`src/rtl/plab5_mcore_dma_req_arbiter_pkg.sv`:
```
// Shared definitions for the DMA request arbiter: FSM encodings, memory-message
// control widths and the flattened-bus slice helper.
package plab5_mcore_dma_req_arbiter_pkg;

  localparam logic [1:0] IDLE  = 2'd0;
  localparam logic [1:0] ISSUE = 2'd1;
  localparam logic [1:0] WAIT  = 2'd2;
  localparam logic [1:0] RESP  = 2'd3;

  // Memory request/response message widths with the data payload removed
  localparam int MEM_REQ_CNBITS  = 45;
  localparam int MEM_RESP_CNBITS = 13;

  function automatic int slice_lo(input int idx, input int width);
    return idx * width;
  endfunction

endpackage

```
`src/rtl/plab5_mcore_dma_req_arbiter_if.sv`:
```
// Requester-side and DMA-side handshake bundle; slave is the arbiter's view,
// master is the surrounding requesters plus DMA checker.
interface plab5_mcore_dma_req_arbiter_if
  import plab5_mcore_dma_req_arbiter_pkg::*;
#(
  parameter int p_num_reqs    = 4,
  parameter int p_addr_nbits  = 32,
  parameter int p_req_cnbits  = MEM_REQ_CNBITS,
  parameter int p_resp_cnbits = MEM_RESP_CNBITS
);

  logic [p_num_reqs-1:0]              req_val;
  logic [p_num_reqs-1:0]              req_rdy;
  logic [p_num_reqs-1:0]              req_domain;
  logic [p_num_reqs*p_addr_nbits-1:0] req_src_addr;
  logic [p_num_reqs*p_addr_nbits-1:0] req_dest_addr;
  logic [p_num_reqs*p_req_cnbits-1:0] req_control;

  logic [p_num_reqs-1:0]              resp_val;
  logic [p_num_reqs-1:0]              resp_rdy;
  logic [p_resp_cnbits-1:0]           resp_control;
  logic                               resp_domain;
  logic                               resp_err;

  logic                               dma_val;
  logic                               dma_rdy;
  logic                               dma_domain;
  logic [p_addr_nbits-1:0]            dma_src_addr;
  logic [p_addr_nbits-1:0]            dma_dest_addr;
  logic [p_req_cnbits-1:0]            dma_req_control;
  logic                               dma_ack;
  logic [p_resp_cnbits-1:0]           dma_resp_control;

  modport slave (
    input  req_val, req_domain, req_src_addr, req_dest_addr, req_control,
    input  resp_rdy, dma_rdy, dma_ack, dma_resp_control,
    output req_rdy, resp_val, resp_control, resp_domain, resp_err,
    output dma_val, dma_domain, dma_src_addr, dma_dest_addr, dma_req_control
  );

  modport master (
    output req_val, req_domain, req_src_addr, req_dest_addr, req_control,
    output resp_rdy, dma_rdy, dma_ack, dma_resp_control,
    input  req_rdy, resp_val, resp_control, resp_domain, resp_err,
    input  dma_val, dma_domain, dma_src_addr, dma_dest_addr, dma_req_control
  );

endinterface

```
`src/rtl/plab5_mcore_dma_req_arbiter_rr_pick.sv`:
```
// Combinational round-robin picker: one-hot winner is the first valid requester
// found scanning upward (mod N) from rr_ptr; zero when nothing is valid.
module plab5_mcore_rr_pick #(
  parameter int p_num_reqs  = 4,
  parameter int p_ptr_nbits = $clog2(p_num_reqs)
) (
  input  logic [p_num_reqs-1:0]  req_val,
  input  logic [p_ptr_nbits-1:0] rr_ptr,
  output logic [p_num_reqs-1:0]  grant
);

  logic                   found;
  logic [p_ptr_nbits-1:0] idx;

  always_comb begin
    grant = '0;
    found = 1'b0;
    idx   = '0;
    for (int i = 0; i < p_num_reqs; i++) begin
      idx = p_ptr_nbits'((int'(rr_ptr) + i) % p_num_reqs);
      if (!found && req_val[idx]) begin
        grant[idx] = 1'b1;
        found      = 1'b1;
      end
    end
  end

endmodule

```
`src/rtl/plab5_mcore_dma_req_arbiter.sv`:
```
// Round-robin arbiter sharing one DMA command port; min 3 cycles accept-to-resp.
// dma_* held until dma_rdy, resp_* held until resp_rdy[grant]; one command in flight.
module plab5_mcore_dma_req_arbiter
  import plab5_mcore_dma_req_arbiter_pkg::*;
#(
  parameter int p_num_reqs    = 4,
  parameter int p_addr_nbits  = 32,
  parameter int p_req_cnbits  = MEM_REQ_CNBITS,
  parameter int p_resp_cnbits = MEM_RESP_CNBITS,
  parameter int p_timeout     = 256
) (
  input  logic                          clk,
  input  logic                          reset,
  plab5_mcore_dma_req_arbiter_if.slave  bus,
  output logic                          busy
);

  localparam int PW = $clog2(p_num_reqs);
  localparam int TW = $clog2(p_timeout);

  typedef struct packed {
    logic                    domain;
    logic [p_addr_nbits-1:0] src_addr;
    logic [p_addr_nbits-1:0] dest_addr;
    logic [p_req_cnbits-1:0] control;
  } cmd_t;

  logic [1:0]               state_q, state_d;
  logic [PW-1:0]            rr_ptr_q, rr_ptr_d;
  logic [PW-1:0]            grant_q, grant_d;
  logic [TW-1:0]            timer_q, timer_d;
  cmd_t                     cmd_q, cmd_d;
  logic [p_resp_cnbits-1:0] resp_control_q, resp_control_d;
  logic                     resp_err_q, resp_err_d;

  logic [p_num_reqs-1:0]    pick;
  logic [PW-1:0]            win_idx;
  cmd_t                     win_cmd;

  plab5_mcore_rr_pick #(
    .p_num_reqs  (p_num_reqs),
    .p_ptr_nbits (PW)
  ) u_rr_pick (
    .req_val (bus.req_val),
    .rr_ptr  (rr_ptr_q),
    .grant   (pick)
  );

  always_comb begin
    win_idx = '0;
    win_cmd = '0;
    for (int i = 0; i < p_num_reqs; i++) begin
      if (pick[i]) begin
        win_idx           = PW'(i);
        win_cmd.domain    = bus.req_domain[i];
        win_cmd.src_addr  = bus.req_src_addr[slice_lo(i, p_addr_nbits) +: p_addr_nbits];
        win_cmd.dest_addr = bus.req_dest_addr[slice_lo(i, p_addr_nbits) +: p_addr_nbits];
        win_cmd.control   = bus.req_control[slice_lo(i, p_req_cnbits) +: p_req_cnbits];
      end
    end
  end

  always_comb begin
    state_d        = state_q;
    rr_ptr_d       = rr_ptr_q;
    grant_d        = grant_q;
    timer_d        = timer_q;
    cmd_d          = cmd_q;
    resp_control_d = resp_control_q;
    resp_err_d     = resp_err_q;
    case (state_q)
      IDLE: begin
        if (|pick) begin
          cmd_d   = win_cmd;
          grant_d = win_idx;
          state_d = ISSUE;
        end
      end
      ISSUE: begin
        if (bus.dma_rdy) begin
          timer_d = '0;
          state_d = WAIT;
        end
      end
      WAIT: begin
        timer_d = timer_q + TW'(1);
        // An ack landing on the final timeout cycle still counts as success
        if (bus.dma_ack) begin
          resp_control_d = bus.dma_resp_control;
          resp_err_d     = 1'b0;
          state_d        = RESP;
        end else if (timer_q == TW'(p_timeout - 1)) begin
          resp_control_d = '0;
          resp_err_d     = 1'b1;
          state_d        = RESP;
        end
      end
      RESP: begin
        if (bus.resp_rdy[grant_q]) begin
          rr_ptr_d = (grant_q == PW'(p_num_reqs - 1)) ? '0 : grant_q + PW'(1);
          state_d  = IDLE;
        end
      end
      default: state_d = IDLE;
    endcase
  end

  always_ff @(posedge clk) begin
    if (reset) begin
      state_q        <= IDLE;
      rr_ptr_q       <= '0;
      grant_q        <= '0;
      timer_q        <= '0;
      cmd_q          <= '0;
      resp_control_q <= '0;
      resp_err_q     <= 1'b0;
    end else begin
      state_q        <= state_d;
      rr_ptr_q       <= rr_ptr_d;
      grant_q        <= grant_d;
      timer_q        <= timer_d;
      cmd_q          <= cmd_d;
      resp_control_q <= resp_control_d;
      resp_err_q     <= resp_err_d;
    end
  end

  assign bus.req_rdy         = (state_q == IDLE) ? pick : '0;
  assign bus.dma_val         = (state_q == ISSUE);
  assign bus.dma_domain      = cmd_q.domain;
  assign bus.dma_src_addr    = cmd_q.src_addr;
  assign bus.dma_dest_addr   = cmd_q.dest_addr;
  assign bus.dma_req_control = cmd_q.control;
  assign bus.resp_val        = (state_q == RESP) ? (p_num_reqs'(1) << grant_q) : '0;
  assign bus.resp_control    = resp_control_q;
  assign bus.resp_domain     = cmd_q.domain;
  assign bus.resp_err        = resp_err_q;
  assign busy                = (state_q != IDLE);

endmodule

```
`src/flat_wrapper.sv`:
```
// flat-port wrapper written by rule: the top's interface ports become plain ports
module plab5_mcore_dma_req_arbiter_flat import plab5_mcore_dma_req_arbiter_pkg::*;
#(
  parameter int p_num_reqs    = 4,
  parameter int p_addr_nbits  = 32,
  parameter int p_req_cnbits  = MEM_REQ_CNBITS,
  parameter int p_resp_cnbits = MEM_RESP_CNBITS,
  parameter int p_timeout     = 256
)
  (clk, reset, busy, bus_req_val, bus_req_domain, bus_req_src_addr, bus_req_dest_addr, bus_req_control, bus_resp_rdy, bus_dma_rdy, bus_dma_ack, bus_dma_resp_control, bus_req_rdy, bus_resp_val, bus_resp_control, bus_resp_domain, bus_resp_err, bus_dma_val, bus_dma_domain, bus_dma_src_addr, bus_dma_dest_addr, bus_dma_req_control);
  plab5_mcore_dma_req_arbiter_if #(.p_num_reqs(p_num_reqs), .p_addr_nbits(p_addr_nbits), .p_req_cnbits(p_req_cnbits), .p_resp_cnbits(p_resp_cnbits)) bus_i ();
  input  logic clk;
  input  logic reset;
  output logic busy;
  input wire logic [$bits(bus_i.req_val)-1:0] bus_req_val;
  input wire logic [$bits(bus_i.req_domain)-1:0] bus_req_domain;
  input wire logic [$bits(bus_i.req_src_addr)-1:0] bus_req_src_addr;
  input wire logic [$bits(bus_i.req_dest_addr)-1:0] bus_req_dest_addr;
  input wire logic [$bits(bus_i.req_control)-1:0] bus_req_control;
  input wire logic [$bits(bus_i.resp_rdy)-1:0] bus_resp_rdy;
  input wire logic [$bits(bus_i.dma_rdy)-1:0] bus_dma_rdy;
  input wire logic [$bits(bus_i.dma_ack)-1:0] bus_dma_ack;
  input wire logic [$bits(bus_i.dma_resp_control)-1:0] bus_dma_resp_control;
  output wire logic [$bits(bus_i.req_rdy)-1:0] bus_req_rdy;
  output wire logic [$bits(bus_i.resp_val)-1:0] bus_resp_val;
  output wire logic [$bits(bus_i.resp_control)-1:0] bus_resp_control;
  output wire logic [$bits(bus_i.resp_domain)-1:0] bus_resp_domain;
  output wire logic [$bits(bus_i.resp_err)-1:0] bus_resp_err;
  output wire logic [$bits(bus_i.dma_val)-1:0] bus_dma_val;
  output wire logic [$bits(bus_i.dma_domain)-1:0] bus_dma_domain;
  output wire logic [$bits(bus_i.dma_src_addr)-1:0] bus_dma_src_addr;
  output wire logic [$bits(bus_i.dma_dest_addr)-1:0] bus_dma_dest_addr;
  output wire logic [$bits(bus_i.dma_req_control)-1:0] bus_dma_req_control;
  assign bus_i.req_val = bus_req_val;
  assign bus_i.req_domain = bus_req_domain;
  assign bus_i.req_src_addr = bus_req_src_addr;
  assign bus_i.req_dest_addr = bus_req_dest_addr;
  assign bus_i.req_control = bus_req_control;
  assign bus_i.resp_rdy = bus_resp_rdy;
  assign bus_i.dma_rdy = bus_dma_rdy;
  assign bus_i.dma_ack = bus_dma_ack;
  assign bus_i.dma_resp_control = bus_dma_resp_control;
  assign bus_req_rdy = bus_i.req_rdy;
  assign bus_resp_val = bus_i.resp_val;
  assign bus_resp_control = bus_i.resp_control;
  assign bus_resp_domain = bus_i.resp_domain;
  assign bus_resp_err = bus_i.resp_err;
  assign bus_dma_val = bus_i.dma_val;
  assign bus_dma_domain = bus_i.dma_domain;
  assign bus_dma_src_addr = bus_i.dma_src_addr;
  assign bus_dma_dest_addr = bus_i.dma_dest_addr;
  assign bus_dma_req_control = bus_i.dma_req_control;
  plab5_mcore_dma_req_arbiter #(.p_num_reqs(p_num_reqs), .p_addr_nbits(p_addr_nbits), .p_req_cnbits(p_req_cnbits), .p_resp_cnbits(p_resp_cnbits), .p_timeout(p_timeout)) u_core (.clk(clk), .reset(reset), .bus(bus_i), .busy(busy));
endmodule
```
`config.mk`:
```
export PLATFORM = sky130hd
export DESIGN_NAME = plab5_mcore_dma_req_arbiter_flat
export DESIGN_NICKNAME = d
export VERILOG_FILES = /design/src/rtl/plab5_mcore_dma_req_arbiter_pkg.sv /design/src/rtl/plab5_mcore_dma_req_arbiter_if.sv /design/src/rtl/plab5_mcore_dma_req_arbiter_rr_pick.sv /design/src/rtl/plab5_mcore_dma_req_arbiter.sv /design/src/flat_wrapper.sv
export SDC_FILE = /design/constraint.sdc
export NUM_CORES = 1
export LEC_CHECK = 0
export ABC_AREA = 0
export BUFFER_PORTS_ARGS = -buffer_cell sky130_fd_sc_hd__buf_2
export CAP_MARGIN = 0
export CORE_AREA = 2 2 235 237
export DETAILED_ROUTE_END_ITERATION = 8
export DIE_AREA = 0 0 237 239
export SYNTH_ARGS = -nofsm -noshare
export SYNTH_HDL_FRONTEND = slang
export SYNTH_SLANG_ARGS = --single-unit
```
`constraint.sdc`:
```
create_clock -name clk -period 4.33 [get_ports clk]
set_input_delay 0 -clock clk [delete_from_list [all_inputs] [get_ports clk]]
set_output_delay 0 -clock clk [all_outputs]
set_load 0.03 [all_outputs]
```
==> results.toml <==
[yosys]
synth.distinct_cells = 43
synth_edf_count = 0
yosys.area.top_type = "dfxtp_1"
syn_area_sq_um = 8050
netlist_instances = 1069
async_flop_share_pct = 0
ys_ff_latch = 138
ys_seq_area_share_pct = 34.3
synthesis.nets = 1549
yosys_most_used_dff = "dfxtp_1"
yosysMostFrequentCell = "dfxtp_1"
synth_warnings = 0
yosys.area.top_type_share_pct = 34.3
synthTopCellsByCount = "dfxtp_1 (138), nand2_1 (120), o21ai_0 (112), a21oi_1 (110), nand3_1 (108)"
synth.area.top_cells = "dfxtp_1 (34%), o2bb2ai_1 (12%), a31oi_1 (8.3%)"
synth.avg_cell_area_sq_um = 7.53

[finish]
fill_cells = 5852
stdcell_area_sq_um = 15200
final_nets = 2343
multi_input_area_sq_um = 4830
area_growth_pct = 88.9
drive_gt1_share_pct = 36.4
seqCellArea_sq_um = 2770

[floorplan]
die-height_microns = 239
initial_core_util_pct = 14.8
die_area_sq_um = 56600
io_pins = 600
row_count = 86
fp.dieW_microns = 237
fp.coreArea_sq_um = 54300

[setup_path]
arrival_ps = 4390
worstPathMaxFanout = 84
endpoint_kind = "flop"
critPathKind = "reg2reg"
crit_path_start_kind = "flop"
cp.required_ps = 4690

[sta]
drv_slew = 0
setup_viol = 0
tns_ps = 0
timing.hold.ws_ps = 102
worst_pin_slew_ps = 836
period_minus_slack_ps = 4030
fmax_mhz = 248
fin_worst_skew_ps = 10.4
period_share_pct = 93.2
worst_slack_ps = 296
hold_viol_final = 0
slew_headroom_pct = 44.3
rsz0062_at_grt = "no"

[route]
drc = 0
drt-initial-drc-count = 703
ant_nets = 0
post_drt_wl_per_cell_microns = 16.1
drt_wl_total_mm = 41.7
first_pass_iters = 5
viasPerCell = 4.53
vias = 11707

[outcome]
outcome = "complete, no violations"

[global_route]
grt_use_total_pct = 13.9
antenna_found_initial = 4
grt_max_degree = 85
gr-total-overflow = 0
first_global_vias = 11458
grt_pass1_wl_mm = 61.2

[worst_hold_path]
hold_class = "in2reg"

[pwr]
p_leak_uw = 0.00686
totalPowerFinal_uw = 7990
vdd_drop_max_mv = 0.303
power_density_nw_per_um2 = 526

[place]
place_area_sq_um = 12000
io_buffers = 599
routabilityCongestion = 0.865
dp_slack_ps = 513
hpwl_mm = 28.9

[job]
drv_cap = 0

[clock_tree]
clk_latency_ps = 460
cts_tree = "built"
clockBufferDepth = 2
cts_htree_levels = 4
cts.clk_slew.worst_paths_ps = 70
root_buffer = "clkbuf_16"
cts_buffers = 17
clock-sinks = 138
metrics by stage:
stage | std cells | utilization, %
global route | 2580 | 28.0
detailed placement | 2288 | 22.0
finish | 2582 | 28.0
global placement | 2288 | 22.0
CTS | 2578 | 27.9
floorplan | 1069 | -
cell families after synthesis:
family / Yosys count / synth area share [%]
AOI/OAI and AO/OA: 485 / 39.0
xor gates and xnor gates: 6 / 0.653
adders and majority gates: 15 / 2.33
buffers and inverters: 136 / 6.72
DFF: 138 / 34.3
muxes: 5 / 1.09
and+or+nand+nor: 284 / 15.9
layer usage:
metal  GRT usage [%]  part of all wire, %  vias to the layer above
li1                -                    -                     5609
met1            16.1                   40                     5426
met2            23.4                   48                      589
met3            4.00                  8.7                       81
met4            7.12                  3.7                        2
met5               0                0.019                        -
sequential cells by signal, indices dropped and copies added (netlist names):
name	count
u_core.bus.dma_req_control	45
u_core.grant_q	2
u_core.bus.resp_control	13
u_core.bus.resp_err	1
u_core.state_q	2
u_core.bus.dma_domain	1
u_core.rr_ptr_q	2
u_core.bus.dma_src_addr	32
u_core.timer_q	8
u_core.bus.dma_dest_addr	32
final cells by class:
class                      count  area share, %
timing repair buffer         892           39.7
clock inverter                14           1.23
tap                          704           5.80
inverter                      19          0.477
sequential                   138           18.2
clock buffer                  18           2.82
antenna                        2         0.0329
multi-input combinational    795           31.8
worst paths after layout:
kind,endpoint,startpoint,cells after the start,slack [ps]
min,u_core.rr_ptr_q[0]$_SDFFE_PP0P_,bus_resp_rdy[0],5,100
max,u_core.bus.dma_req_control[5]$_SDFFE_PP0P_,u_core.rr_ptr_q[0]$_SDFFE_PP0P_,12,300
min reg2reg,u_core.bus.resp_err$_SDFFE_PP0P_,u_core.bus.resp_err$_SDFFE_PP0P_,2,460
max reg2reg,u_core.bus.dma_req_control[5]$_SDFFE_PP0P_,u_core.rr_ptr_q[0]$_SDFFE_PP0P_,12,300
worst max-delay path, stage by stage (launching register included):
cell and delay [ps]:
dfxtp_2 440, inv_1 150, ha_1 400, mux4_2 540
nand2b_1 160, o21ai_0 120, a221oi_2 500, a41oi_4 240
buf_12 210, buf_12 180, o21ai_0 240, a31oi_1 70
dlygate4sd3_1 580
timing repair:
action	CTS	global route
endpoints found under the setup margin	0	100
gates resized for setup	0	6
hold buffers	258	0
endpoints found under the hold margin	133	0
buffers inserted	0	1
cell usage in the layout (no fill, tap or decap), drive strengths merged, types with 2 or more instances in the layout:
cell type,netlist,routed
dlygate4sd3,0,258
xor2,5,5
mux2i,2,2
nor2,33,33
o2bb2ai,106,106
o21ai,116,116
clkbuf,87,19
and3b,2,2
a21oi,110,110
nand3,108,108
inv,19,24
nor3b,3,3
mux4,3,3
o32ai,4,4
a211oi,3,3
o21a,2,2
o211ai,4,4
clkinv,0,5
a21o,4,4
a221oi,9,9
a221o,3,3
nor3,3,3
nand2,120,120
buf,30,633
a22oi,13,13
a31oi,107,107
nand4,2,2
diode,0,2
nand2b,3,3
bufinv,0,3
and2,6,6
ha,15,15
dfxtp,138,138
power breakdown:
| part | total (uW) | internal, uW | switching (uW) |
|---|---|---|---|
| clock | 1600 | 921 | 677 |
| combinational | 4410 | 1830 | 2580 |
| sequential | 1990 | 1720 | 267 |
| total | 7990 | 4470 | 3520 |
Power figures use the tool's default switching activity.
